$ cat config.mk
export PLATFORM = sky130hd
export DESIGN_NAME = flag_handshake_sender
export DESIGN_NICKNAME = d
export VERILOG_FILES = /design/src/rtl/flag_handshake_sender_pkg.sv /design/src/rtl/flag_handshake_sender_sync_bits.sv /design/src/rtl/flag_handshake_sender.sv
export SDC_FILE = /design/constraint.sdc
export NUM_CORES = 1
export LEC_CHECK = 0
export BUFFER_PORTS_ARGS = -buffer_cell sky130_fd_sc_hd__buf_2
export CAP_MARGIN = 0
export CORE_MARGIN = 3
export CORE_UTILIZATION = 44
export CTS_CLUSTER_DIAMETER = 40
export DETAILED_ROUTE_END_ITERATION = 7
export GPL_TIMING_DRIVEN = 0
export SLEW_MARGIN = 30
export SYNTH_ARGS = -nofsm -noshare
export SYNTH_HDL_FRONTEND = slang
export SYNTH_SLANG_ARGS = --single-unit
$ cat constraint.sdc
create_clock -name clkA -period 4.4 [get_ports clkA]
set_input_delay 0.66 -clock clkA [delete_from_list [all_inputs] [get_ports clkA]]
set_output_delay 0.66 -clock clkA [all_outputs]
set_load 0.05 [all_outputs]
$ cat src/rtl/flag_handshake_sender_pkg.sv
// Shared types for the toggle-encoded event sender.
package flag_handshake_sender_pkg;

  // Sender FSM: either free to launch, or holding one event in flight.
  typedef enum logic [0:0] {
    StIdle    = 1'b0,
    StWaitAck = 1'b1
  } state_e;

endpackage

$ cat src/rtl/flag_handshake_sender_sync_bits.sv
// N-stage flop synchronizer, synchronous active-high reset to 0.
module flag_handshake_sender_sync_bits #(
  parameter int unsigned Width  = 1,
  parameter int unsigned Stages = 2
) (
  input  logic             clk_i,
  input  logic             rst_i,
  input  logic [Width-1:0] d_i,
  output logic [Width-1:0] q_o
);

  logic [Stages-1:0][Width-1:0] chain_q;
  logic [Stages-1:0][Width-1:0] chain_d;

  // Shift the asynchronous input one stage deeper every cycle.
  always_comb begin
    chain_d = {chain_q[Stages-2:0], d_i};
  end

  // Synchronizer flops.
  always_ff @(posedge clk_i) begin
    if (rst_i) begin
      chain_q <= '0;
    end else begin
      chain_q <= chain_d;
    end
  end

  assign q_o = chain_q[Stages-1];

endmodule

$ cat src/rtl/flag_handshake_sender.sv
// Transmit side of a toggle request/ack event crossing with a saturating event queue.
module flag_handshake_sender
  import flag_handshake_sender_pkg::*;
#(
  parameter int unsigned SYNC_STAGES    = 2,
  parameter int unsigned CNT_W          = 4,
  parameter int unsigned TIMEOUT_CYCLES = 1024
) (
  input  logic             clkA,
  input  logic             rstA,
  input  logic             FlagIn_clkA,
  input  logic             AckToggle_clkA,
  input  logic             ClearErr_clkA,
  output logic             ReqToggle_clkA,
  output logic             Busy_clkA,
  output logic [CNT_W-1:0] Pending_clkA,
  output logic             Done_clkA,
  output logic             Overflow_clkA,
  output logic             TimeoutErr_clkA,
  output logic             SpuriousAck_clkA
);

  // Timeout counter only needs to reach TIMEOUT_CYCLES-1 and then hold.
  localparam int unsigned ToW = (TIMEOUT_CYCLES > 2) ? $clog2(TIMEOUT_CYCLES) : 1;
  localparam logic [ToW-1:0]   ToLast  = ToW'(TIMEOUT_CYCLES - 1);
  localparam logic [CNT_W-1:0] PendMax = '1;

  state_e           state_q, state_d;
  logic             req_q, req_d;
  logic [CNT_W-1:0] pend_q, pend_d;
  logic [ToW-1:0]   to_cnt_q, to_cnt_d;
  logic             done_q, done_d;
  logic             ovf_q, ovf_d;
  logic             to_err_q, to_err_d;
  logic             sp_q, sp_d;
  logic             ack_prev_q;

  logic ack_sync;
  logic ack_evt;
  logic launch;
  logic ovf_set, to_set, sp_set;

  flag_handshake_sender_sync_bits #(
    .Width  (1),
    .Stages (SYNC_STAGES)
  ) u_ack_sync (
    .clk_i (clkA),
    .rst_i (rstA),
    .d_i   (AckToggle_clkA),
    .q_o   (ack_sync)
  );

  // Any edge of the synchronized ack level is one returned acknowledge.
  assign ack_evt = ack_sync ^ ack_prev_q;

  // Launch from idle either a queued event or one arriving this cycle.
  assign launch = (state_q == StIdle) && ((pend_q != '0) || FlagIn_clkA);

  // Pending queue: add arrivals, remove launches, saturate and flag drops at full.
  always_comb begin
    pend_d  = pend_q;
    ovf_set = 1'b0;
    unique case ({FlagIn_clkA, launch})
      2'b10: begin
        if (pend_q == PendMax) begin
          ovf_set = 1'b1;
        end else begin
          pend_d = pend_q + 1'b1;
        end
      end
      2'b01:   pend_d = pend_q - 1'b1;
      default: pend_d = pend_q;
    endcase
  end

  // FSM next state, request toggle, done pulse and timeout counting.
  always_comb begin
    state_d  = state_q;
    req_d    = req_q;
    to_cnt_d = to_cnt_q;
    done_d   = 1'b0;
    to_set   = 1'b0;
    sp_set   = 1'b0;
    unique case (state_q)
      StIdle: begin
        // No request outstanding, so an ack edge here is a protocol error.
        if (ack_evt) begin
          sp_set = 1'b1;
        end
        if (launch) begin
          state_d  = StWaitAck;
          req_d    = ~req_q;
          to_cnt_d = '0;
        end
      end
      StWaitAck: begin
        if (ack_evt) begin
          state_d = StIdle;
          done_d  = 1'b1;
        end
        // Keep waiting after a timeout: resending would break toggle parity.
        if (TIMEOUT_CYCLES != 0) begin
          if (to_cnt_q == ToLast) begin
            to_set = 1'b1;
          end else begin
            to_cnt_d = to_cnt_q + 1'b1;
          end
        end
      end
      default: state_d = StIdle;
    endcase
  end

  // Sticky error flags; a set in the same cycle as a clear wins.
  always_comb begin
    ovf_d    = ovf_set | (ovf_q & ~ClearErr_clkA);
    to_err_d = to_set | (to_err_q & ~ClearErr_clkA);
    sp_d     = sp_set | (sp_q & ~ClearErr_clkA);
  end

  // State registers with synchronous reset.
  always_ff @(posedge clkA) begin
    if (rstA) begin
      state_q    <= StIdle;
      req_q      <= 1'b0;
      pend_q     <= '0;
      to_cnt_q   <= '0;
      done_q     <= 1'b0;
      ovf_q      <= 1'b0;
      to_err_q   <= 1'b0;
      sp_q       <= 1'b0;
      ack_prev_q <= 1'b0;
    end else begin
      state_q    <= state_d;
      req_q      <= req_d;
      pend_q     <= pend_d;
      to_cnt_q   <= to_cnt_d;
      done_q     <= done_d;
      ovf_q      <= ovf_d;
      to_err_q   <= to_err_d;
      sp_q       <= sp_d;
      ack_prev_q <= ack_sync;
    end
  end

  assign ReqToggle_clkA   = req_q;
  assign Busy_clkA        = (state_q == StWaitAck);
  assign Pending_clkA     = pend_q;
  assign Done_clkA        = done_q;
  assign Overflow_clkA    = ovf_q;
  assign TimeoutErr_clkA  = to_err_q;
  assign SpuriousAck_clkA = sp_q;

endmodule

# ---- After elaboration in Yosys (flattened, before gate mapping)
# Index checks and enable logic that the tools add are counted.
dict set report classes {
  n_addsub 3
  eq_ne 7
  muxes 14
  n_bitwise 10
  reduce_logical 8
}
# op count
set ops {}
lappend ops {{10-bit two-way mux} 2}
lappend ops {{10-bit case mux with 2 select lines} 1}
lappend ops {{10-bit by 1-bit adder with 10-bit output (second input constant)} 1}
lappend ops {{10-bit equality test (second input constant)} 1}
lappend ops {{1-bit two-way mux} 8}
lappend ops {{4-bit case mux with 2 select lines} 1}
lappend ops {{2-bit inequality test (second input constant)} 3}
lappend ops {{2-bit AND reduction} 3}
lappend ops {{4-bit by 1-bit adder with 4-bit output (second input constant)} 1}
lappend ops {{4-bit equality test (second input constant)} 1}
lappend ops {{4-bit two-way mux} 1}
lappend ops {{4-bit nonzero test} 1}
lappend ops {{4-bit by 1-bit subtractor with 4-bit output (second input constant)} 1}
lappend ops {{1-bit bitwise AND} 3}
lappend ops {{1-bit inverter} 3}
lappend ops {{1-bit OR} 3}
lappend ops {{2-bit by 1-bit equality test with 1-bit output (second input constant)} 1}
lappend ops {{2-bit equality test (second input constant)} 1}
lappend ops {{1-bit case mux with 2 select lines} 1}
lappend ops {{2-bit nonzero test} 1}
lappend ops {{2-bit OR reduction} 1}
lappend ops {{1-bit logical AND} 1}
lappend ops {{1-bit logical OR} 1}
lappend ops {{1-bit XOR} 1}
dict set report word_totals {
  ff_bits 23
  inputBits 5
  word_cells 53
}

# ---- Longest topological paths before layout
# Gate-level depths: netlist (run 1).
dict set report logic_depth {
  depth_word 6
  depth_mapped 9
}

# ---- Hierarchy
# A second synthesis (run 1) with hierarchy kept.
dict set report unflattened {
  hier_cells 129
  hier_area_um2 1122.3
}
# mod n_inst cells_per_inst area_per_inst_um2 seq_area_each_um2
set modules_own_cells {}
lappend modules_own_cells {flag_handshake_sender 1 125 1069.8 420.4}
lappend modules_own_cells {flag_handshake_sender_sync_bits 1 4 52.6 40.0}

# ---- Worst setup path after synthesis (run 1)
# No wires, ideal clock.
dict set report synth_timing {
  path_type {reg2reg}
  startpoint {reg pend_q[1] (netlist: Pending_clkA[1])}
  endpoint {reg pend_q[3] (netlist: Pending_clkA[3])}
  setup_time_ns 0.123
  t_arrival_ns 2.291
  required_time_ns 4.277
  slack_ns 1.985
  path_stages_with_launch 9
  n_path_buf 0
  synth_period_minus_slack_ns 2.415
  cell_sequence {dfxtp_1 or4_4 nand2_2 inv_2 ha_1 a21oi_1 a211oi_1 a31oi_1 mux2_1}
}
dict set report synth_via {
  elab_chain_len 6
  elab_cells_between_ends 13
}
# element line
set synth_rtl {}
lappend synth_rtl {{start: declaration} flag_handshake_sender.sv:30} ;# logic [CNT_W-1:0] pend_q, pend_d;
lappend synth_rtl {{start signal: assignment} flag_handshake_sender.sv:136} ;# pend_q <= pend_d;
lappend synth_rtl {{parallel branches: the longest is 6 deep, another holds 4-bit by 1-bit adder with 4-bit output} --}
# Several ways; the timed one is not identified. The select of a mux whose other input is x is not followed.
# A chain may end at the register's enable or synchronous reset.

# ---- Worst setup path in the final report (run 1)
# Same ends and word-level chain as after synthesis.

==> impl_metrics.py, run 1 <==
metrics = {
    "clock_network": {
        "clk_latency_ps": 300,
        "clock-root-buffer": "clkbuf_4",
        "cts_setup_buffers": 0,
        "clkSlewWorstSetupHoldPaths_ps": 120,
        "post_cts_resized": 0,
        "cts_tree": "yes",
        "cts.sinks": 23,
        "ctsHtreeMaxLevel": 1,
        "holdBufCountCts": 0,
        "cts_buffers": 3,
        "clockBufferDepth": 2,
    },
    "worst_hold_path": {
        "worstHoldPathType": "reg2reg",
    },
    "finish": {
        "syn2layout_area_growth_pct": 11.72,
        "top_register": "to_cnt_q",
        "antenna_cells": 0,
        "nets": 145,
        "drive_gt1_frac": 0.2370,
        "final_area_um2": 1252,
        "fillCellCount": 212,
        "largest_register_ffs": 10,
    },
    "grt": {
        "grt_max_degree": 13,
        "grt_pass1_vias": 759,
        "overflow": 0,
        "grt_pass1_wl_um": 3574,
        "grtUsageTotal": 0.1387,
        "antenna_found_initial": 0,
    },
    "critical_path": {
        "startpoint": "Pending_clkA[1]",
        "crit_fanout": 7,
        "crit_arrival_ps": 2580,
        "endpoint_kind": "register",
        "required_ps": 4590,
        "worstRegToRegCells": 8,
        "max_stage_delay_ps": 580,
        "r2r_slack_ps": 2020,
        "worstReg2RegStart": "Pending_clkA[1]",
        "endpoint": "Pending_clkA[3]",
        "crit_path_start_kind": "register",
        "crit_chain": "or4_4 -> nand2_2 -> inv_2 -> ha_1 -> a21oi_1 -> a211oi_1 -> a31oi_1 -> mux2_1",
        "crit_type": "reg2reg",
        "cp_slowest_cell": "or4_4",
        "rr_endpoint": "Pending_clkA[3]",
    },
    "run": {
        "drv_cap": 0,
    },
    "timing": {
        "drv_slew": 0,
        "relSlewSlack": 0.6410,
        "fin_skew_ps": 10.83,
        "rsz0062_at_grt": "false",
        "min_period_ps": 2383,
        "worst_slew_pin_slew_ps": 538.4,
        "fmax_mhz": 419.6,
        "period_share": 0.5417,
        "setup_viol": 0,
        "hold_viol_final": 0,
        "fin_setup_tns_ps": 0,
    },
    "yosys": {
        "netlist_area_um2": 1121,
        "synth_seq_cells": 23,
        "ys_seq_area_frac": 0.4107,
        "yosys_warnings": 0,
        "synth_edf_count": 0,
        "ys_types": 48,
        "yosys_most_used_dff": "dfxtp_1",
        "netlist_instances": 117,
        "postSynthAreaPerCell_um2": 9.582,
        "synthArstFlopShare": 0,
        "syn-num-nets": 126,
    },
    "die": {
        "dieHeight_um": 56.48,
        "start_util": 0.4835,
        "core-area_um2": 2318,
        "pin_count": 15,
        "rows": 17,
        "fp.dieArea_um2": 3189,
        "die_w_um": 56.48,
    },
    "placement": {
        "dpl-instance-area_um2": 1226,
        "dp_hpwl_um": 1614,
        "io_buffers": 14,
        "routabilityCongestion": 0.7543,
    },
    "pwr": {
        "switchingPower_uw": 324.8,
        "seqPwrFrac": 0.380,
        "vdd_drop_max_uv": 355.1,
        "clock_power_share": 0.130,
        "comb_power_share": 0.490,
        "power_density_nw_per_um2": 579.6,
        "p_leak_nw": 0.5612,
        "p_int_uw": 401.1,
        "switching_share": 0.4475,
    },
    "detailed_routing": {
        "firstDrtPassIters": 5,
        "vias_per_cell": 5.546,
        "wire_per_inst_um": 13.17,
        "drc": 0,
        "drtIter0Drc": 30,
        "ant_nets": 0,
        "drt_wl_total_um": 2147,
        "num_vias": 904,
    },
    "status": {
        "status": "finished, final reports clean",
    },
}
[cell usage in the layout, fill, tap and decap left out, types with 2 or more instances in the layout]
| cell type | instances |
|---|---|
| a211oi_1 | 2 |
| a21oi_1 | 7 |
| a31oi_1 | 3 |
| a41o_1 | 2 |
| and3_1 | 3 |
| and4_1 | 2 |
| buf_2 | 16 |
| clkbuf_1 | 2 |
| clkbuf_4 | 3 |
| dfxtp_1 | 23 |
| ha_1 | 3 |
| inv_1 | 5 |
| inv_2 | 2 |
| nand2_1 | 5 |
| nand2b_1 | 2 |
| nand3_1 | 3 |
| nand4_1 | 2 |
| nor2_1 | 12 |
| nor2b_1 | 3 |
| nor3_1 | 2 |
| o21a_1 | 2 |
| or4_4 | 2 |
| xnor2_1 | 3 |
[kinds of logic after synthesis]
group           after synthesis  synth area share
buf+inv                      11           0.04576
flops                        23            0.4107
xor+xnor                      4           0.03126
mux                           3           0.02902
fa+ha+maj                     4           0.05134
simple gates                 44            0.2389
compound gates               28            0.1931
[synthesized netlist by cell type (2+ instances only)]
cell type   n  share of area
ha_1        3          0.033
nand2_1     5          0.017
nor3_1      2         0.0089
a21oi_1     7          0.031
inv_1       5          0.017
and4_1      2          0.016
and3_1      3          0.017
inv_2       2         0.0067
a211oi_1    2          0.013
dfxtp_1    23           0.41
buf_2       2         0.0089
nand2b_1    2          0.011
xnor2_1     3          0.023
a41o_1      2          0.018
nand4_1     2          0.011
o21a_1      2          0.013
or4_4       2          0.020
a31oi_1     3          0.017
nor2_1     12          0.040
nand3_1     3          0.013
nor2b_1     3          0.017
[area by class of cell]
cell class / instances / area [µm²] / area share
Inverter: 7 / 26.28 / 0.02098
Multi-Input combinational cell: 83 / 609.3 / 0.4865
Clock buffer: 4 / 26.28 / 0.02098
Sequential cell: 23 / 460.4 / 0.3676
Buffer: 4 / 25.02 / 0.01998
Tap cell: 28 / 35.03 / 0.02797
Timing Repair Buffer: 14 / 70.07 / 0.05594
[worst min path at each step]
stage,startpoint,endpoint,slack [ps],cells after the start
2_1_floorplan,u_ack_sync.chain_d[1],u_ack_sync.q_o,410,1
4_1_cts,u_ack_sync.chain_d[1],u_ack_sync.q_o,470,1
3_3_place_gp,u_ack_sync.chain_d[1],u_ack_sync.q_o,420,1
6_report,u_ack_sync.chain_d[1],u_ack_sync.q_o,460,1
3_5_place_dp,u_ack_sync.chain_d[1],u_ack_sync.q_o,440,1
5_1_grt,u_ack_sync.chain_d[1],u_ack_sync.q_o,480,1
[through the flow]
step	utilization	worst slack [ps]	instances	power, mW	hold WS (ps)
6_report	0.5402	2017	163	0.7259	461.2
4_1_cts	0.5402	2049	163	0.7346	466.1
3_3_place_gp	0.5289	2085	159	0.6278	421.8
3_5_place_dp	0.5289	2067	159	0.6357	442.3
2_1_floorplan	-	1985	117	0.5631	413.8
5_1_grt	0.5402	1972	163	0.7799	484.2
[per-layer routing]
metal,part of all wire,routed length [µm],up-vias,GRT usage
li1,-,-,477,-
met1,0.53,1129,406,0.2003
met2,0.42,906,19,0.2046
met3,0.045,96,2,0.04368
met4,0.0065,14,0,0.02034
met5,0,0,-,0
[critical path: cells and delay by family, from the launching register on]
kind / cells / cell delay [ps]
AO/OA/AOI/OAI: 3 / 490
adder cells (fa/ha/maj): 1 / 310
multiplexers: 1 / 340
flip-flops: 1 / 390
AND/OR/NAND/NOR: 2 / 690
buffers and inverters: 1 / 50
[power by group through the flow]
stage / clock network (mW) / registers (mW) / logic, mW
4_1_cts: 0.102 / 0.275 / 0.357
5_1_grt: 0.108 / 0.282 / 0.390
2_1_floorplan: 0 / 0.361 / 0.202
6_report: 0.0946 / 0.276 / 0.355
3_5_place_dp: 0 / 0.280 / 0.356
3_3_place_gp: 0 / 0.278 / 0.349
Power figures use the tool's default switching activity.
==> run 2, diff against run 1 <==
==> constraint.sdc (replaced) <==
create_clock -name clkA -period 2.2 [get_ports clkA]
set_input_delay 0.33 -clock clkA [delete_from_list [all_inputs] [get_ports clkA]]
set_output_delay 0.33 -clock clkA [all_outputs]
set_load 0.05 [all_outputs]
==> run 2 against run 1 <==
Hold slack got worse by 240 ps; combinational power grew 140%; setup slack worse by 2000 ps; clock power increased by 110%; register-to-register slack worse by 2000 ps; clock skew down 6.2 ps; die area is the same; sequential cell count did not move; critical endpoint unchanged; largest cell class unchanged.
==> impl_metrics.py, run 2 (synthesis results as in run 1) <==
metrics = {
    "critical_path": {
        "rr_endpoint": "Pending_clkA[3]",
        "r2r_slack_ps": 30,
        "crit_arrival_ps": 2380,
        "crit_path_start_kind": "register",
        "endpoint_kind": "register",
        "worstReg2RegStart": "Pending_clkA[1]",
        "crit_type": "reg2reg",
        "crit_fanout": 7,
        "worstRegToRegCells": 8,
        "required_ps": 2410,
    },
    "detailed_routing": {
        "drt_wl_total_um": 2325,
        "vias_per_cell": 5.693,
        "ant_nets": 0,
        "wire_per_inst_um": 14.01,
        "drtIter0Drc": 30,
        "firstDrtPassIters": 4,
        "num_vias": 945,
        "drc": 0,
    },
    "clock_network": {
        "clockBufferDepth": 2,
        "cts.sinks": 23,
        "clock-root-buffer": "clkbuf_4",
        "clkSlewWorstSetupHoldPaths_ps": 120,
        "holdBufCountCts": 0,
        "cts_tree": "yes",
        "ctsHtreeMaxLevel": 1,
        "clk_latency_ps": 310,
        "cts_buffers": 3,
    },
    "finish": {
        "final_common_cell": "dfxtp_1",
        "top_register": "to_cnt_q",
        "fillCellCount": 233,
        "final_core_util": 0.5720,
        "layout_common_cells": "dfxtp_1 (19), buf_2 (16), nor2_1 (12), a21oi_1 (6)",
        "syn2layout_area_growth_pct": 18.30,
        "drive_gt1_frac": 0.3188,
        "antenna_cells": 0,
        "nets": 148,
        "largest_register_ffs": 10,
    },
    "grt": {
        "grt_util_met1": 0.2070,
        "grt_busiest_layer": "met1",
        "gr-usage-met3": 0.02299,
        "grt_max_degree": 13,
        "overflow": 0,
        "grt_pass1_wl_um": 3684,
        "grtUsageTotal": 0.1429,
        "grt_use_met2": 0.2013,
        "grt_pass1_vias": 798,
        "antenna_found_initial": 0,
    },
    "status": {
        "status": "finished, final reports clean",
    },
    "pwr": {
        "p_leak_nw": 0.5826,
        "vdd_drop_max_uv": 906.6,
        "power_density_nw_per_um2": 1219,
    },
    "timing": {
        "worst_slew_pin_slew_ps": 498.4,
        "setup_slack_ps": 32.94,
        "setup_viol": 0,
        "hold_viol_final": 0,
        "fmax_mhz": 461.5,
        "min_period_ps": 2167,
        "drv_slew": 0,
        "fin_skew_ps": 4.602,
        "relSlewSlack": 0.6678,
        "period_share": 0.9850,
    },
    "die": {
        "rows": 17,
        "pin_count": 15,
        "fp.dieArea_um2": 3189,
        "core-area_um2": 2318,
        "start_util": 0.4835,
        "die_w_um": 56.48,
        "dieHeight_um": 56.48,
    },
    "placement": {
        "dpl_worst_slack_ps": 29.53,
        "io_buffers": 14,
        "routabilityCongestion": 0.7850,
        "dp_hpwl_um": 1633,
    },
    "worst_hold_path": {
        "hold_depth": 2,
        "whs_endpoint": "u_ack_sync.chain_d[1]",
        "worstHoldPathType": "in2reg",
        "worstHoldStart": "AckToggle_clkA",
    },
    "run": {
        "drv_cap": 0,
    },
}
-- run 2: changes by cell type in the layout (fill, tap and decap cells not counted), sizes merged --
cell	previous run	this run
buf	17	20
-- run 2: worst max-delay path by stage --
stage	start	to	slack (ps)	cells past startpoint
after floorplan	Pending_clkA[1]	Pending_clkA[3]	40	8
after global placement	Pending_clkA[1]	Pending_clkA[3]	40	8
after detailed placement	Pending_clkA[1]	Pending_clkA[3]	30	8
after CTS	Pending_clkA[1]	Pending_clkA[3]	10	8
after global routing	Pending_clkA[1]	Pending_clkA[3]	-40	8
final	Pending_clkA[1]	Pending_clkA[3]	30	8
-- run 2: metal layers --
layer	vias up	part of all wire
li1	471	-
met4	0	0.015
met3	4	0.036
met5	-	0
met1	455	0.51
met2	15	0.44
-- run 2: worst max-delay path, cell delays in order (launching register included) --
cell and delay [ps]:
dfxtp_4 390, or4_4 550, nand2_4 80, inv_2 50, ha_4 230, a21oi_4 140
a211oi_2 80, a31oi_1 210, mux2_1 340
-- run 2: what timing repair did --
action,4_1_cts,5_1_grt
resized for setup,0,5
hold endpoints to repair,0,0
setup buffers,0,3
setup endpoints to repair,0,1
-- run 2: area by class of cell --
| type | instances | area, µm² | share of cell area |
|---|---|---|---|
| Buffer | 4 | 25.02 | 0.01887 |
| Clock buffer | 4 | 26.28 | 0.01981 |
| Inverter | 7 | 26.28 | 0.01981 |
| Multi-Input combinational cell | 83 | 650.6 | 0.4906 |
| Sequential cell | 23 | 470.5 | 0.3547 |
| Tap cell | 28 | 35.03 | 0.02642 |
| Timing Repair Buffer | 17 | 92.59 | 0.06981 |
-- run 2: through the flow --
step	cells	power [mW]	hold slack [ps]	setup TNS [ps]	cell area, µm²
after global routing	166	1.720	237.8	-43.29	1326
after detailed placement	159	1.310	444.3	0	1252
final	166	1.617	218.7	0	1326
after CTS	163	1.509	209.4	0	1279
after global placement	159	1.297	445.3	0	1252
after floorplan	117	1.167	401.6	0	1147
-- run 2: power breakdown --
group | switching, mW | internal, mW
clock network | 0.129 | 0.0708
logic | 0.511 | 0.335
registers | 0.0789 | 0.492
